### src/rtl/skinny_sbox_serial_ctrl.sv
// skinny_sbox_serial_ctrl: serial 3-share masked S-box layer sequencer for a SKINNY-64 state.
// Latches three state shares on start and issues one nibble per cycle (nibble 0 first) to an
// external fixed-latency S-box pipeline whenever rnd_valid is high. Returned shares are written
// back in place, and done pulses once every nibble has returned.
// Ports: clk/rst_n (async active-low); start; state_in1..3; rnd_valid/rnd_req (PRNG handshake);
//        sb_in1..3 / sb_out1..3 (S-box pipeline); state_out1..3; busy; done.
// Option: SBOX_ZEROIZE_EN forces sb_in* to 0 on non-issue cycles and clears the input shares
//         on entering DONE.
module skinny_sbox_serial_ctrl #(
  parameter int NIBBLES = 16,
  parameter int LAT     = 4
) (
  input  logic                 clk,
  input  logic                 rst_n,
  input  logic                 start,
  input  logic [4*NIBBLES-1:0] state_in1,
  input  logic [4*NIBBLES-1:0] state_in2,
  input  logic [4*NIBBLES-1:0] state_in3,
  input  logic                 rnd_valid,
  output logic                 rnd_req,
  output logic [3:0]           sb_in1,
  output logic [3:0]           sb_in2,
  output logic [3:0]           sb_in3,
  input  logic [3:0]           sb_out1,
  input  logic [3:0]           sb_out2,
  input  logic [3:0]           sb_out3,
  output logic [4*NIBBLES-1:0] state_out1,
  output logic [4*NIBBLES-1:0] state_out2,
  output logic [4*NIBBLES-1:0] state_out3,
  output logic                 busy,
  output logic                 done
);
  localparam int W  = 4 * NIBBLES;
  localparam int IW = NIBBLES > 1 ? $clog2(NIBBLES) : 1;
  typedef enum logic [1:0] {IDLE, ISSUE, DRAIN, DONE} state_t;
  state_t st_q, st_d;
  logic [IW-1:0] idx_q, idx_d;
  logic [LAT-1:0] vld_q, vld_d;
  logic [LAT-1:0][IW-1:0] tag_q, tag_d;
  logic [2:0][W-1:0] in_q, in_d, out_q, out_d;
  logic [2:0][3:0] sb_q, sb_d, nib, sb_o;
  logic busy_q, busy_d, done_q, done_d;
  logic issue, last;
  assign issue = st_q == ISSUE && rnd_valid;
  assign last  = idx_q == IW'(NIBBLES - 1);
  assign sb_o  = {sb_out3, sb_out2, sb_out1};
  // sb_q only ever loads on issue; in the zeroize build it stays 0, so non-issue cycles drive 0
  assign {sb_in3, sb_in2, sb_in1} = issue ? nib : sb_q;
  assign {state_out3, state_out2, state_out1} = out_q;
  assign busy    = busy_q;
  assign rnd_req = busy_q;
  assign done    = done_q;
  assign busy_d  = st_d == ISSUE || st_d == DRAIN;
  assign done_d  = st_d == DONE;
  always_comb begin
    for (int k = 0; k < 3; k++) nib[k] = in_q[k][idx_q*4 +: 4];
  end
  always_comb begin
    st_d = st_q;
    idx_d = idx_q;
    in_d = in_q;
    out_d = out_q;
    sb_d = sb_q;
    vld_d[0] = issue;
    tag_d[0] = idx_q;
    for (int i = 1; i < LAT; i++) begin
      vld_d[i] = vld_q[i-1];
      tag_d[i] = tag_q[i-1];
    end
    // the tail entry lines up with the cycle its S-box result is on sb_out*
    if (vld_q[LAT-1])
      for (int k = 0; k < 3; k++) out_d[k][tag_q[LAT-1]*4 +: 4] = sb_o[k];
`ifndef SBOX_ZEROIZE_EN
    if (issue) sb_d = nib;
`endif
    case (st_q)
      IDLE: if (start) begin
        st_d = ISSUE;
        in_d = {state_in3, state_in2, state_in1};
        out_d = {state_in3, state_in2, state_in1};
      end
      ISSUE: if (issue) begin
        idx_d = last ? '0 : idx_q + IW'(1);
        st_d = last ? DRAIN : ISSUE;
      end
      DRAIN: if (vld_d == '0) begin
        st_d = DONE;
`ifdef SBOX_ZEROIZE_EN
        in_d = '0;
`endif
      end
      default: st_d = IDLE;
    endcase
  end
  always_ff @(posedge clk or negedge rst_n) begin
    if (!rst_n) begin
      st_q <= IDLE;
      idx_q <= '0;
      vld_q <= '0;
      tag_q <= '0;
      in_q <= '0;
      out_q <= '0;
      sb_q <= '0;
      busy_q <= 1'b0;
      done_q <= 1'b0;
    end else begin
      st_q <= st_d;
      idx_q <= idx_d;
      vld_q <= vld_d;
      tag_q <= tag_d;
      in_q <= in_d;
      out_q <= out_d;
      sb_q <= sb_d;
      busy_q <= busy_d;
      done_q <= done_d;
    end
  end
endmodule
### config.mk
export PLATFORM = sky130hd
export DESIGN_NAME = skinny_sbox_serial_ctrl
export DESIGN_NICKNAME = d
export VERILOG_FILES = /design/src/rtl/skinny_sbox_serial_ctrl.sv
export SDC_FILE = /design/constraint.sdc
export NUM_CORES = 1
export LEC_CHECK = 0
export ABC_AREA = 1
export CAP_MARGIN = 20
export CORE_MARGIN = 5
export CORE_UTILIZATION = 30
export DETAILED_ROUTE_END_ITERATION = 7
export SLEW_MARGIN = 20
export SYNTH_ARGS = -nofsm -noshare
export SYNTH_HDL_FRONTEND = slang
export SYNTH_SLANG_ARGS = --single-unit
### constraint.sdc
create_clock -name clk -period 3.9 [get_ports clk]
set_input_delay 1.17 -clock clk [delete_from_list [all_inputs] [get_ports clk]]
set_output_delay 1.17 -clock clk [all_outputs]
set_load 0.01 [all_outputs]
==> impl_metrics.tcl, run 1 <==
set metrics [dict create \
    status "finished, final reports clean" \
    dp_hpwl_mm 66.56 \
    rows 94 \
    antenna_found_initial 7 \
    crit_path_end_kind "output port" \
    syn_area_um2 19870 \
    critPathTopFamily "buffers and inverters" \
    arrival_ns 2.62 \
    hold_viol 0 \
    dp.cells 3812 \
    finalWorstPathRequiredPeriod_ns 3.786 \
    h-tree-depth 2 \
    drtIter0Drc 1950 \
    synth_fp_nets 2817 \
    power_mw 24.83 \
    slowest_stage "dfrtp_4" \
    numPortBuffers 414 \
    first_global_vias 18600 \
    via_per_inst 4.913 \
    hp-class "reg -> reg" \
    nNetsFinal 3216 \
    cts_buffers 49 \
    rsz0062_at_grt "false" \
    drc 0 \
    fmax_mhz 264.2 \
    syn_area_per_cell_um2 7.626 \
    p_leak_nw 13.77 \
    final_area_um2 27160 \
    track_usage 0.2378 \
    ys_seq_area_frac 0.5341 \
    clock_sinks 424 \
    setup_viol 0 \
    antenna_left 0 \
    gp_congestion 0.9209 \
    grt_max_degree 166 \
    path_cells "buf_12 -> buf_4 -> o21ai_1 -> o21ai_0 -> nand2_1 -> nand2_1 -> nand3_1 -> nand2_1 -> dlygate4sd2_1" \
    powerDensity_nw_per_um2 914.3 \
    cp.required_ns 2.73 \
    root_buffer "clkbuf_16" \
    ys_types 25 \
    worstSetupPathType "reg -> out" \
    die_w_um 267.3 \
    firstDrtPassIters 5 \
    die_area_um2 71460 \
    slowest_delay_ns 0.52 \
    clk_latency_ns 0.60 \
    io_pins 415 \
    crit_fanout 8 \
    ys_seq_elements 424 \
    drive_above_1_share 0.06809 \
    detailed_place.area_um2 25390 \
    clockBufferDepth 3 \
    crit_buf_inv 3 \
    initial_utilization 0.3022 \
    fin_cells 3907 \
    grt_pass1_wl_mm 126.7 \
    maxCapViolations 0 \
    core-area_um2 65750 \
    post_drt_wl_per_cell_um 22.59 \
    ys_warn_count 0 \
    routed_wl_mm 88.25 \
    irDropWorstVdd_mv 0.3537 \
    maxSlewViolCount 0 \
    slew_headroom 0.4050 \
    worst_pin_slew_ns 0.8925 \
    area_growth_pct 36.73 \
    grt_overflow 0 \
    cts_tree "built" \
    clock_skew_ns 0.03069 \
    vias 19190 \
    fin_crit_sh 0.9707 \
    syn_inst 2605 \
    crit_path_frequent_cell "nand2_1" \
    fp.dieH_um 267.3 \
    critical_path.startpoint_type "flip-flop" \
    path_clk_slew_ns 0.06 \
]
[placed cells by master, fill, tap and decap left out, types with 51 or more instances in the layout]
| cell | instances |
|---|---|
| clkbuf_16 | 51 |
| a21oi_1 | 93 |
| buf_4 | 71 |
| nand3_1 | 237 |
| o21ai_0 | 215 |
| clkdlybuf4s50_1 | 401 |
| nand2_1 | 985 |
| inv_1 | 238 |
| nand4_1 | 57 |
| nor2_1 | 124 |
| dfrtp_1 | 423 |
[metal layers]
metal,share of wire,global-route usage
met1,0.42,0.3208
met2,0.46,0.3752
met3,0.092,0.06817
met4,0.032,0.06921
met5,0.00015,0
[layout make-up]
class / instances / area (um2)
Inverter: 245 / 935.9
Clock buffer: 74 / 1471
Fill cell: 6695 / 38580
Antenna cell: 3 / 7.507
Sequential cell: 424 / 10610
Tap cell: 864 / 1081
Clock inverter: 13 / 181.4
Multi-Input combinational cell: 1774 / 7741
Timing Repair Buffer: 510 / 5129
[cell usage after synthesis]
cell type,n,area [um2]
inv_1,240,900.9
o21a_1,12,90.09
buf_2,33,165.2
buf_4,1,7.510
nor3_1,2,10.01
xor2_1,1,8.760
o211ai_1,2,15.01
nor2_1,129,484.2
dfrtp_1,424,10610
ha_1,4,50.05
nor3_4,4,65.06
clkinv_1,2,7.510
buf_1,14,52.55
o21ai_0,228,1141
nor2_2,1,6.260
a21oi_2,1,8.760
nand2_1,990,3716
o21ai_1,5,25.02
nand3_1,237,1186
a21oi_1,96,480.5
clkbuf_1,114,427.9
nand4_1,57,356.6
nand3_2,2,20.02
a31oi_1,3,18.77
inv_2,3,11.26
[where the power goes]
group / switching (mW) / total, mW / internal [mW]
registers: 1.19 / 7.71 / 6.51
logic: 7.69 / 12.3 / 4.63
clock network: 1.95 / 4.80 / 2.85
[sequential cells by signal, summed over array words and instances (netlist names)]
name and cells:
busy 1, done 1, idx_q 4, in_q 192
sb_q 12, st_q 2, state_out1 64, state_out2 64
state_out3 64, tag_d 12, tag_q 4, vld_q 4
[stage by stage]
stage | hold slack [ns] | util | setup slack, ns | setup TNS [ns]
6_report | 0.3486 | 0.4131 | 0.1145 | 0
5_1_grt | 0.3523 | 0.4130 | 0.01490 | 0
4_1_cts | 0.3457 | 0.4117 | -0.1225 | -0.1225
3_5_place_dp | 0.3363 | 0.3862 | -0.07820 | -0.3926
3_3_place_gp | 0.3317 | 0.3862 | -0.07086 | -0.3596
2_1_floorplan | 0.3312 | - | 0.7496 | 0
[cells by family after synthesis]
group	after synthesis	share of synthesized area
and+or+nand+nor	1422	0.2942
buffers and inverters	407	0.07917
adders and majority gates	4	0.002519
AOI/OAI and AO/OA	347	0.08956
xor gates and xnor gates	1	0.0004410
DFF	424	0.5341
[worst paths after layout]
kind                                 startpoint                        to  slack [ns]  depth (start not counted)
setup / recovery           idx_q[0]$_DFFE_PN0P_                 sb_in3[2]        0.11                          9
hold / removal              tag_d[12]$_DFF_PN0_       tag_q[12]$_DFF_PN0_        0.35                          0
setup reg to reg            tag_q[12]$_DFF_PN0_  state_out3[21]$_DFF_PN0_        0.55                         11
hold reg to reg             tag_d[12]$_DFF_PN0_       tag_q[12]$_DFF_PN0_        0.35                          0
max in group asynchronous                 rst_n  state_out1[19]$_DFF_PN0_        2.45                          2
min in group asynchronous                 rst_n   state_out1[8]$_DFF_PN0_        0.62                          1
[timing repair]
item / in CTS / in global routing
hold buffers: 0 / 0
resized for setup: 27 / 28
cloned: 0 / 1
buffers inserted: 2 / 2
setup endpoints to repair: 12 / 11
No activity file was read; power rests on OpenSTA's default activity.
==> inputs of run 2 (changes only) <==
CELL_PAD_IN_SITES_DETAIL_PLACEMENT = 0   (was not set)
CELL_PAD_IN_SITES_GLOBAL_PLACEMENT = 1   (was not set)
PLACE_DENSITY_LB_ADDON = 0.1   (was not set)
==> impl_metrics.tcl, run 2 (synthesis gave the netlist of run 1 again) <==
set metrics [dict create \
    status "finished, final reports clean" \
    final_cell_mix "nand2_1, dfrtp_1, clkdlybuf4s50_1" \
    largest_reg_flops 192 \
    area_growth_pct 37.26 \
    regMostFlops "in_q" \
    path_cells "buf_4 -> buf_4 -> inv_4 -> buf_12 -> buf_4 -> nand2_1 -> a21oi_1 -> nor2_1 -> nand2_1 -> nand3_1 -> nand2_1 -> dlygate4sd2_1" \
    die_area_um2 71460 \
    first_global_vias 19010 \
    crit_path_end_kind "output port" \
    hp-class "reg -> reg" \
    crit_buf_inv 6 \
    power_mw 25.20 \
    grt_max_degree 78 \
    routed_wl_mm 91.07 \
    grt_use_met2 0.3816 \
    slowest_delay_ns 0.49 \
    path_depth 12 \
    fmax_mhz 264.8 \
    holdPathStages 0 \
    p_int_mw 14.28 \
    grt_pass1_wl_mm 131.3 \
    track_usage 0.2468 \
    rows 94 \
    clock_power_share 0.206 \
    grt_use_met3 0.05687 \
    fp.dieH_um 267.3 \
    power_frac_seq 0.311 \
    slew_headroom 0.4892 \
    clock_skew_ns 0.01397 \
    cts_buffers 50 \
    antenna_found_initial 2 \
    maxCapViolations 0 \
    clk_latency_ns 0.59 \
    die_w_um 267.3 \
    vias 19060 \
    drc 0 \
    critPathTopFamily "buffers and inverters" \
    arrival_ns 2.61 \
    crit_fanout 13 \
    grt_overflow 0 \
    fin_setup_tns_ns 0 \
    critical_path.startpoint_type "flip-flop" \
    finalWorstPathRequiredPeriod_ns 3.777 \
    initial_utilization 0.3022 \
    cts_tree "built" \
    drtIter0Drc 1471 \
    hold_viol 0 \
    nFillCells 6731 \
    drive_above_1_share 0.07251 \
    layout_commonest_cell "nand2_1" \
    setup_viol 0 \
    nNetsFinal 3218 \
    gr-usage-met1 0.3498 \
    worstRegToRegCells 12 \
    final_util 0.4147 \
    cp.required_ns 2.73 \
    grt-busiest-layer "met2" \
    via_per_inst 4.872 \
    antenna_cells 0 \
    maxSlewViolCount 0 \
    core-area_um2 65750 \
    gp_congestion 0.8740 \
    pwr-share-comb 0.483 \
    root_buffer "clkbuf_16" \
    clockBufferDepth 3 \
    dp_hpwl_mm 67.56 \
    firstDrtPassIters 5 \
    numPortBuffers 414 \
    path_clk_slew_ns 0.06 \
    switching_power_mw 10.92 \
    post_drt_wl_per_cell_um 23.28 \
    p_leak_nw 13.86 \
    io_pins 415 \
    slowest_stage "dfrtp_4" \
    switching_share 0.4332 \
    powerDensity_nw_per_um2 924.2 \
    worst_pin_slew_ns 0.7640 \
    worstSetupPathType "reg -> out" \
    h-tree-depth 2 \
    antenna_left 0 \
    irDropWorstVdd_mv 0.4330 \
    fin_crit_sh 0.9684 \
    clock_sinks 424 \
]
==> run 2: repair_timing <==
action	CTS	global route
buffers inserted	7	0
endpoints found under the setup margin	12	12
pin swaps	1	0
cloned	0	1
hold buffers	0	0
resized for setup	21	24
==> run 2: routing by layer <==
| layer | part of all wire | wire (um) |
|---|---|---|
| met1 | 0.45 | 40710 |
| met2 | 0.45 | 40860 |
| met3 | 0.075 | 6866 |
| met4 | 0.029 | 2630 |
| met5 | 0 | 0 |
==> run 2: power groups by stage <==
| stage | clock network, mW | registers [mW] | logic, mW |
|---|---|---|---|
| after CTS | 5.28 | 7.84 | 12.2 |
| after global placement | 0 | 7.97 | 11.9 |
| after detailed placement | 0 | 7.95 | 12.0 |
| after floorplan | 0 | 7.88 | 5.73 |
| final | 5.18 | 7.84 | 12.2 |
| after global routing | 5.48 | 8.07 | 13.4 |
==> run 2: layout make-up <==
class                      count  area (um2)  area share
clock buffer                  75        1579     0.05791
clock inverter                19       247.7    0.009086
inverter                     245       929.6     0.03409
multi-input combinational   1774        7749      0.2842
sequential                   424       10610      0.3893
tap                          864        1081     0.03965
timing repair buffer         511        5067      0.1858
==> run 2: final timing paths <==
kind	slack, ns	from	to
max in group asynchronous	2.38	rst_n	in_q[164]$_DFFE_PN0P_
setup / recovery	0.12	idx_q[0]$_DFFE_PN0P_	sb_in3[2]
hold / removal	0.35	tag_d[13]$_DFF_PN0_	tag_q[13]$_DFF_PN0_
setup reg to reg	0.55	tag_q[12]$_DFF_PN0_	state_out3[34]$_DFF_PN0_
min in group asynchronous	0.53	rst_n	state_out1[16]$_DFF_PN0_
hold reg to reg	0.35	tag_d[13]$_DFF_PN0_	tag_q[13]$_DFF_PN0_
==> run 2: stage by stage <==
| step | cells | worst slack (ns) | instance area (um2) | hold slack [ns] |
|---|---|---|---|---|
| 6_report | 3912 | 0.1233 | 27270 | 0.3459 |
| 4_1_cts | 3911 | 0.005553 | 27250 | 0.3486 |
| 2_1_floorplan | 2605 | 0.7496 | 19870 | 0.3312 |
| 3_5_place_dp | 3810 | -0.08426 | 25330 | 0.3347 |
| 3_3_place_gp | 3810 | -0.06691 | 25330 | 0.3317 |
| 5_1_grt | 3912 | -0.001146 | 27270 | 0.3512 |
==> inputs of run 3 (changes only) <==
CELL_PAD_IN_SITES_DETAIL_PLACEMENT = 1   (was 0)
==> impl_metrics.tcl, run 3 (synthesis gave the netlist of run 1 again) <==
set metrics [dict create \
    clock_skew_ns 0.01551 \
    maxCapViolations 0 \
    regMostFlops "in_q" \
    via_per_inst 4.957 \
    die_area_um2 71460 \
    worstRegToRegCells 12 \
    p_leak_nw 13.83 \
    rows 94 \
    drive_above_1_share 0.06868 \
    drtIter0Drc 1314 \
    routed_wl_mm 93.36 \
    numPortBuffers 414 \
    antenna_cells 0 \
    grt_overflow 0 \
    root_buffer "clkbuf_16" \
    antenna_found_initial 2 \
    cts_tree "built" \
    firstDrtPassIters 5 \
    hp-class "reg -> reg" \
    track_usage 0.2537 \
    r2r-start "tag_q[12]$_DFF_PN0_" \
    vias 19370 \
    dp.cells 3810 \
    crit_fanout 14 \
    worst_pin_slew_ns 0.7967 \
    fp.dieH_um 267.3 \
    io_pins 415 \
    die_w_um 267.3 \
    worst-r2r-setup-slack_ns 0.54 \
    powerDensity_nw_per_um2 925.5 \
    clock_sinks 424 \
    post_drt_wl_per_cell_um 23.90 \
    first_global_vias 20380 \
    status "finished, final reports clean" \
    clockBufferDepth 3 \
    p_int_mw 14.15 \
    clock_power_share 0.198 \
    dp_slack_ns -0.07429 \
    power_mw 25.17 \
    h-tree-depth 2 \
    initial_utilization 0.3022 \
    critical_path.startpoint_type "flip-flop" \
    nNetsFinal 3218 \
    worstSetupPathType "reg -> out" \
    clk_latency_ns 0.60 \
    pwr-share-comb 0.489 \
    fin_cells 3907 \
    setup_viol 0 \
    arrival_ns 2.63 \
    layout_commonest_cell "nand2_1" \
    antenna_left 0 \
    area_growth_pct 36.93 \
    switching_share 0.4380 \
    min_from "tag_d[13]$_DFF_PN0_" \
    gp_congestion 0.8740 \
    grt_max_degree 78 \
    cts_buffers 50 \
    cp.required_ns 2.73 \
    nFillCells 7875 \
    drc 0 \
    power_frac_seq 0.313 \
    reg2reg_to "state_out3[34]$_DFF_PN0_" \
    fin_ws_ns 0.1018 \
    irDropWorstVdd_mv 0.5070 \
    grt_pass1_wl_mm 136.6 \
    hold_path_end "tag_q[13]$_DFF_PN0_" \
    switching_power_mw 11.03 \
    path_clk_slew_ns 0.06 \
    core-area_um2 65750 \
    rsz0062_at_grt "false" \
    finalWorstPathRequiredPeriod_ns 3.798 \
    maxSlewViolCount 0 \
    crit_path_end_kind "output port" \
    hold_viol 0 \
    largest_reg_flops 192 \
    fmax_mhz 263.3 \
    hold_ws_ns 0.3461 \
    slew_headroom 0.4673 \
    dp_hpwl_mm 70.15 \
    fin_crit_sh 0.9739 \
    final_cell_mix "nand2_1, dfrtp_1, clkdlybuf4s50_1" \
    holdPathStages 0 \
    final_util 0.4137 \
]
## run 3: worst max-delay path, cell delays in order, from the launching register on
cell	delay, ns
dfrtp_4	0.48
buf_4	0.19
buf_4	0.16
inv_4	0.10
buf_6	0.17
nand2_1	0.07
a21oi_1	0.19
nor2_1	0.09
nand2_2	0.13
nand3_1	0.08
nand2_1	0.08
dlygate4sd2_1	0.27
## run 3: power groups by stage
stage | Clock (mW) | Combinational (mW) | Sequential, mW
global route | 5.26 | 13.5 | 8.10
finish | 4.98 | 12.3 | 7.88
global placement | 0 | 11.9 | 7.97
CTS | 5.08 | 12.3 | 7.88
floorplan | 0 | 5.73 | 7.88
detailed placement | 0 | 12.1 | 7.98
## run 3: worst max-delay path by stage
stage | start | end | cells after the start
after floorplan | rnd_valid | sb_in1[2] | 5
after global placement | rnd_valid | sb_in3[2] | 7
after detailed placement | rnd_valid | sb_in3[1] | 7
after CTS | idx_q[1]$_DFFE_PN0P_ | sb_in2[2] | 10
after global routing | idx_q[0]$_DFFE_PN0P_ | sb_in3[1] | 12
final | idx_q[0]$_DFFE_PN0P_ | sb_in2[0] | 11
## run 3: repair_timing
| action | in CTS | in global routing |
|---|---|---|
| setup endpoints to repair | 12 | 11 |
| hold buffers | 0 | 0 |
| pin swaps | 2 | 1 |
| cloned | 0 | 1 |
| resized for setup | 20 | 19 |
| buffers inserted | 7 | 0 |
## run 3: routing by layer
layer  part of all wire  global-route usage  up-vias
met5                  0                   0        -
met3              0.056             0.04263      111
met2               0.46              0.4087      500
met4              0.029             0.06880        0
met1               0.45              0.3564     9707
li1                   -                   -     9049
## run 3: final cells by class
class	instances	area (um2)	area share
sequential	424	10610	0.3902
multi-input combinational	1774	7744	0.2847
timing repair buffer	511	5094	0.1873
clock buffer	77	1577	0.05796
tap	864	1081	0.03974
inverter	245	929.6	0.03418
clock inverter	12	162.7	0.005980
## run 3: through the flow
stage                     setup TNS [ns]  cell area [um2]
final                                  0            27200
after global routing                   0            27200
after CTS                        -0.4430            27160
after detailed placement         -0.3112            25330
after global placement           -0.2782            25330
after floorplan                        0            19870
